[config.mk]
export PLATFORM = sky130hd
export DESIGN_NAME = rob_commit_ctrl
export DESIGN_NICKNAME = d
export VERILOG_FILES = /design/src/rtl/rob_commit_ctrl_pkg.sv /design/src/rtl/rob_commit_ctrl.sv
export SDC_FILE = /design/constraint.sdc
export NUM_CORES = 1
export LEC_CHECK = 0
export CAP_MARGIN = 20
export CORE_MARGIN = 2
export CORE_UTILIZATION = 55
export DETAILED_ROUTE_END_ITERATION = 7
export HOLD_SLACK_MARGIN = 0.05
export PLACE_DENSITY = 0.78
export RECOVER_POWER = 25
export SKIP_LAST_GASP = 1
export SLEW_MARGIN = 40
export SYNTH_ARGS = -nofsm -noshare
export SYNTH_HDL_FRONTEND = slang
export SYNTH_SLANG_ARGS = --single-unit
[constraint.sdc]
create_clock -name clk -period 5.1 [get_ports clk]
set_input_delay 0.765 -clock clk [delete_from_list [all_inputs] [get_ports clk]]
set_output_delay 0.765 -clock clk [all_outputs]
set_load 0.01 [all_outputs]
[src/rtl/rob_commit_ctrl_pkg.sv]
// Shared constants and types for the reorder-buffer commit controller.
package rob_commit_ctrl_pkg;

  localparam int DEPTH_DEF = 15;
  localparam int TAG_W_DEF = 5;
  localparam int TAG_NONE  = 0;  // tag value meaning "no dependency"

  typedef enum logic {
    ST_RUN   = 1'b0,
    ST_FLUSH = 1'b1
  } state_t;

endpackage

[src/rtl/rob_commit_ctrl.sv]
// In-order commit controller: circular entry queue, out-of-order writeback, single-cycle flush.
// Optional commit/flush counters are built when ROB_COMMIT_CTRL_STATS_EN is defined.
//
// state | meaning
// RUN   | allocate, accept writebacks, commit the head when ready
// FLUSH | one cycle after a mispredicted commit; discard every entry
module rob_commit_ctrl
  import rob_commit_ctrl_pkg::*;
#(
  parameter int DEPTH = DEPTH_DEF,
  parameter int TAG_W = TAG_W_DEF
) (
  input  logic             clk,
  input  logic             rst,
  input  logic             rdy,
  input  logic             alloc_req,
  input  logic [4:0]       alloc_dest,
  output logic             alloc_grant,
  output logic [TAG_W-1:0] alloc_tag,
  input  logic             wb_valid,
  input  logic [TAG_W-1:0] wb_tag,
  input  logic [31:0]      wb_data,
  input  logic             wb_mispredict,
  output logic             commit_valid,
  output logic [4:0]       commit_dest,
  output logic [TAG_W-1:0] commit_tag,
  output logic [31:0]      commit_data,
  output logic             flush,
  output logic             full,
  output logic             empty
`ifdef ROB_COMMIT_CTRL_STATS_EN
  ,
  output logic [31:0]      stat_commits,
  output logic [31:0]      stat_flushes
`endif
);

  localparam int IDX_W = (DEPTH > 1) ? $clog2(DEPTH) : 1;
  localparam int CNT_W = $clog2(DEPTH + 1);
  localparam logic [IDX_W-1:0] LAST = IDX_W'(DEPTH - 1);

  state_t           state, state_nxt;
  logic [DEPTH-1:0] ent_vld, ent_rdy, ent_mp;
  logic [4:0]       ent_dest [DEPTH];
  logic [31:0]      ent_data [DEPTH];
  logic [IDX_W-1:0] head, tail, wb_idx;
  logic [CNT_W-1:0] count;
  logic             in_run, do_commit, wb_hit;

  function automatic logic [IDX_W-1:0] ptr_inc(input logic [IDX_W-1:0] p);
    return (p == LAST) ? '0 : p + IDX_W'(1);
  endfunction

  always_ff @(posedge clk) begin
    if (rst)      state <= ST_RUN;
    else if (rdy) state <= state_nxt;
  end

  always_comb begin
    state_nxt = state;
    unique case (state)
      ST_RUN:   if (do_commit && ent_mp[head]) state_nxt = ST_FLUSH;
      ST_FLUSH: state_nxt = ST_RUN;
    endcase
  end

  // Full uses the pre-edge count, so a same-cycle commit never frees a slot for allocation.
  always_comb begin
    in_run      = (state == ST_RUN);
    full        = (count == CNT_W'(DEPTH));
    empty       = (count == '0);
    alloc_grant = alloc_req && !full && in_run;
    alloc_tag   = TAG_W'(tail) + TAG_W'(1);
    do_commit   = in_run && ent_vld[head] && ent_rdy[head];
    wb_idx      = IDX_W'(wb_tag - TAG_W'(1));
    wb_hit      = 1'b0;
    if (wb_valid && in_run && wb_tag != TAG_W'(TAG_NONE) && wb_tag <= TAG_W'(DEPTH))
      wb_hit = ent_vld[wb_idx] && !ent_rdy[wb_idx];
  end

  always_ff @(posedge clk) begin
    if (rst) begin
      ent_vld <= '0;
      ent_rdy <= '0;
      ent_mp  <= '0;
      head    <= '0;
      tail    <= '0;
      count   <= '0;
    end else if (rdy) begin
      if (!in_run) begin
        ent_vld <= '0;
        ent_rdy <= '0;
        ent_mp  <= '0;
        head    <= '0;
        tail    <= '0;
        count   <= '0;
      end else begin
        if (wb_hit) begin
          ent_rdy[wb_idx] <= 1'b1;
          ent_mp[wb_idx]  <= wb_mispredict;
        end
        if (do_commit) begin
          ent_vld[head] <= 1'b0;
          ent_rdy[head] <= 1'b0;
          head          <= ptr_inc(head);
        end
        if (alloc_grant) begin
          ent_vld[tail] <= 1'b1;
          ent_rdy[tail] <= 1'b0;
          ent_mp[tail]  <= 1'b0;
          tail          <= ptr_inc(tail);
        end
        case ({alloc_grant, do_commit})
          2'b10:   count <= count + CNT_W'(1);
          2'b01:   count <= count - CNT_W'(1);
          default: count <= count;
        endcase
      end
    end
  end

  // Payload storage needs no reset; validity lives in ent_vld.
  always_ff @(posedge clk) begin
    if (!rst && rdy && in_run) begin
      if (wb_hit)      ent_data[wb_idx] <= wb_data;
      if (alloc_grant) ent_dest[tail]   <= alloc_dest;
    end
  end

  always_ff @(posedge clk) begin
    if (rst) begin
      commit_valid <= 1'b0;
      commit_dest  <= '0;
      commit_tag   <= '0;
      commit_data  <= '0;
      flush        <= 1'b0;
    end else if (rdy) begin
      commit_valid <= do_commit;
      flush        <= !in_run;
      if (do_commit) begin
        commit_dest <= ent_dest[head];
        commit_tag  <= TAG_W'(head) + TAG_W'(1);
        commit_data <= ent_data[head];
      end
    end
  end

`ifdef ROB_COMMIT_CTRL_STATS_EN
  always_ff @(posedge clk) begin
    if (rst) begin
      stat_commits <= '0;
      stat_flushes <= '0;
    end else if (rdy) begin
      if (do_commit) stat_commits <= stat_commits + 32'd1;
      if (!in_run)   stat_flushes <= stat_flushes + 32'd1;
    end
  end
`else
  // Counters compiled out.
`endif

endmodule
==> flow_metrics.py <==
metrics = {
    "worst_hold_path": {
        "min_path_type": "reg2reg",
        "min_from": "commit_data[0]",
    },
    "critical_path": {
        "crit_buf_inv": 4,
        "crit_fanout": 17,
        "critPathRequiredTime_ns": 5.40,
        "worstPathCellList": "clkdlybuf4s50_1 -> inv_1 -> ha_1 -> a31oi_1 -> a311oi_1 -> o211ai_1 -> buf_4 -> or2_2 -> nor2_4 -> buf_12",
        "r2r_start": "head[1]",
        "critPathLaunch": "wb_tag[1]",
        "slowest_stage": "clkdlybuf4s50_1",
        "critPathArrivalTime_ns": 4.19,
        "crit_family": "buffers and inverters",
        "start_kind": "input pin",
        "critPathCaptureType": "flip-flop",
        "crit_type": "in2reg",
        "cpPeakStageDelay_ns": 0.57,
    },
    "sta": {
        "relSlewSlack_pct": 46.6,
        "finalSetupTns_ns": 0,
        "skew_ns": 0.0240,
        "clock.fmax_ghz": 0.257,
        "final.min_clock_period_ns": 3.89,
        "period_share_pct": 76.3,
        "final-hold-violation-count": 0,
        "slew_viol_final": 0,
        "setup_viol": 0,
        "rsz0062_at_grt": "false",
        "tightest_slew_ns": 0.799,
    },
    "cells_and_area": {
        "seqCellArea_um2": 18700,
        "num-fill-cells": 3188,
        "antenna_cells": 0,
        "layout_common_cells": "edfxtp_1, nand2_1, mux4_2, dfxtp_1, clkdlybuf4s50_1",
        "drive_above_1_share_pct": 19.2,
        "postLayoutCellArea_um2": 30700,
        "fin_nets": 1772,
        "final_common_cell": "edfxtp_1",
        "area_delta_synth_final_pct": 14.4,
        "multi_input_area_um2": 7690,
    },
    "clock_tree": {
        "cts-htree-levels": 3,
        "insertion_delay_ns": 0.60,
        "post_cts_buffers": 0,
        "cts_tree": "yes",
        "cts_root_buf": "clkbuf_16",
        "hold_buffers": 0,
        "cts_sinks": 657,
        "clk_pin_slew_worst_paths_ns": 0.06,
        "postCtsResizedCells": 0,
        "clock_path_buffers": 3,
        "cts-buffers-inserted": 66,
    },
    "outcome": {
        "status": "finished clean",
    },
    "power": {
        "cell_internal_pwr_w": 0.00854,
        "pwr-share-comb_pct": 2.3,
        "ir_drop_mv": 0.301,
        "p_clk_share_pct": 43.5,
        "netSwitchingPower_w": 0.00219,
        "power.total_w": 0.0107,
        "seqPwrFrac_pct": 54.3,
        "p_leak_nw": 9.60,
        "power_density_nw_per_um2": 350,
        "p_sw_share_pct": 20.4,
    },
    "global_route": {
        "overflow": 0,
        "first_global_vias": 15359,
        "grt_max_degree": 92,
        "grt_pass1_wl_mm": 96.3,
        "antenna_found_initial": 0,
        "grt_usage_pct": 25.6,
    },
    "die": {
        "start_util_pct": 56.0,
        "rows": 80,
        "pin_count": 100,
        "coreArea_um2": 47900,
        "dieArea_um2": 50600,
        "die_w_um": 225,
        "die_h_um": 225,
    },
    "routing": {
        "post_drt_wl_per_cell_um": 26.6,
        "first_iter_violations": 1634,
        "viasPerCell": 6.48,
        "wl_mm": 63.2,
        "postRouteAntennaNets": 0,
        "drc": 0,
        "num_vias": 15420,
        "drt_first_pass_iters": 7,
    },
    "yosys": {
        "syn_area_per_cell_um2": 16.7,
        "ys.flop_type": "edfxtp_1",
        "syn_area_um2": 26800,
        "yosysSeqAreaShare_pct": 69.7,
        "synthCells": 1607,
        "syn_nets": 1670,
        "synth.area.top_cells": "edfxtp_1, mux4_2, dfxtp_1, nand2_1, mux2i_1",
        "ys_ff_latch": 657,
        "async_flop_share_pct": 0,
        "ys_types": 80,
        "synth_top_area_share_pct": 62.1,
        "yosys.area.top_type": "edfxtp_1",
        "synth-edff-count": 555,
        "synth.yosys.warnings": 0,
    },
    "placed_design": {
        "place_congestion": 0.936,
        "dp_hpwl_mm": 37.0,
        "port_buffers": 99,
        "postPlaceCellArea_um2": 28600,
    },
    "run": {
        "drv_cap": 0,
    },
}
layout make-up:
class                           count  share of cell area [%]
Sequential cell                   657                    61.0
Multi-Input combinational cell    824                    25.1
Clock buffer                      103                    6.23
Timing Repair Buffer              139                    4.49
Tap cell                          615                    2.51
Clock inverter                     19                   0.501
Inverter                           21                   0.257
power by group through the flow:
stage / Sequential (W) / Clock, W / Combinational [W]
after detailed placement: 0.00594 / 0 / 0.000239
final: 0.00582 / 0.00467 / 0.000242
after global placement: 0.00594 / 0 / 0.000229
after global routing: 0.00582 / 0.00492 / 0.000260
after CTS: 0.00582 / 0.00473 / 0.000240
after floorplan: 0.00594 / 0 / 0.0000969
flip-flops by register name, indices dropped and copies added, names as in the netlist, 4 cells and up:
signal,count
head,4
ent_mp,15
ent_rdy,15
commit_data,32
ent_vld,15
commit_tag,5
tail,4
ent_dest,75
commit_dest,5
ent_data,480
count,4
per-stage QoR:
stage	util [%]	hold slack, ns	cells	setup WS, ns
after floorplan	-	0.432	1607	0.246
after global placement	59.5	0.441	2253	0.872
after detailed placement	59.7	0.446	2256	0.735
after CTS	64.0	0.458	2378	1.33
after global routing	64.0	0.478	2378	1.06
final	64.0	0.454	2378	1.21
worst paths after layout:
| kind | endpoint | slack, ns | depth (start not counted) |
|---|---|---|---|
| worst max-delay path | ent_data[6][14] | 1.21 | 10 |
| worst min-delay path | commit_data[0] | 0.45 | 2 |
| worst max register to register | count[3] | 1.59 | 12 |
| worst min register to register | commit_data[0] | 0.45 | 2 |
cell usage after synthesis (7+ instances only):
master	number
edfxtp_1	555
nand2_1	168
mux4_2	158
dfxtp_1	102
a21oi_1	69
clkbuf_1	60
o21ai_0	60
mux2i_1	42
nor2_1	39
nand3_1	35
buf_2	31
and3_1	29
nand2b_1	21
inv_1	20
a31oi_1	19
ha_1	15
nand4_1	12
nor3_1	12
a211o_1	8
a21o_1	8
nor2b_1	8
a41oi_1	7
routing by layer:
layer  vias to the layer above  share of wire (%)  GRT usage [%]
li1                       6583                  -              -
met1                      7895                 39           34.6
met2                       790                 50           42.7
met3                       152                7.4           4.24
met4                         0                3.2           8.80
met5                         -                  0              0
kinds of logic (layout without fill, tap and decap cells):
| kind of cell | after synthesis | count (layout) | synth area share [%] |
|---|---|---|---|
| DFF | 657 | 657 | 69.7 |
| and+or+nand+nor | 364 | 364 | 6.55 |
| AOI/OAI and AO/OA | 231 | 231 | 5.61 |
| muxes | 204 | 204 | 15.0 |
| buffers and inverters | 126 | 282 | 2.07 |
| adders and majority gates | 15 | 15 | 0.699 |
| xor gates and xnor gates | 10 | 10 | 0.326 |
worst min-delay path, stage by stage (launching register included):
cell and delay (ns):
dfxtp_1 0.31, nand2_1 0.05, a21oi_1 0.05
Note: power is estimated with default switching activity, not from simulation.
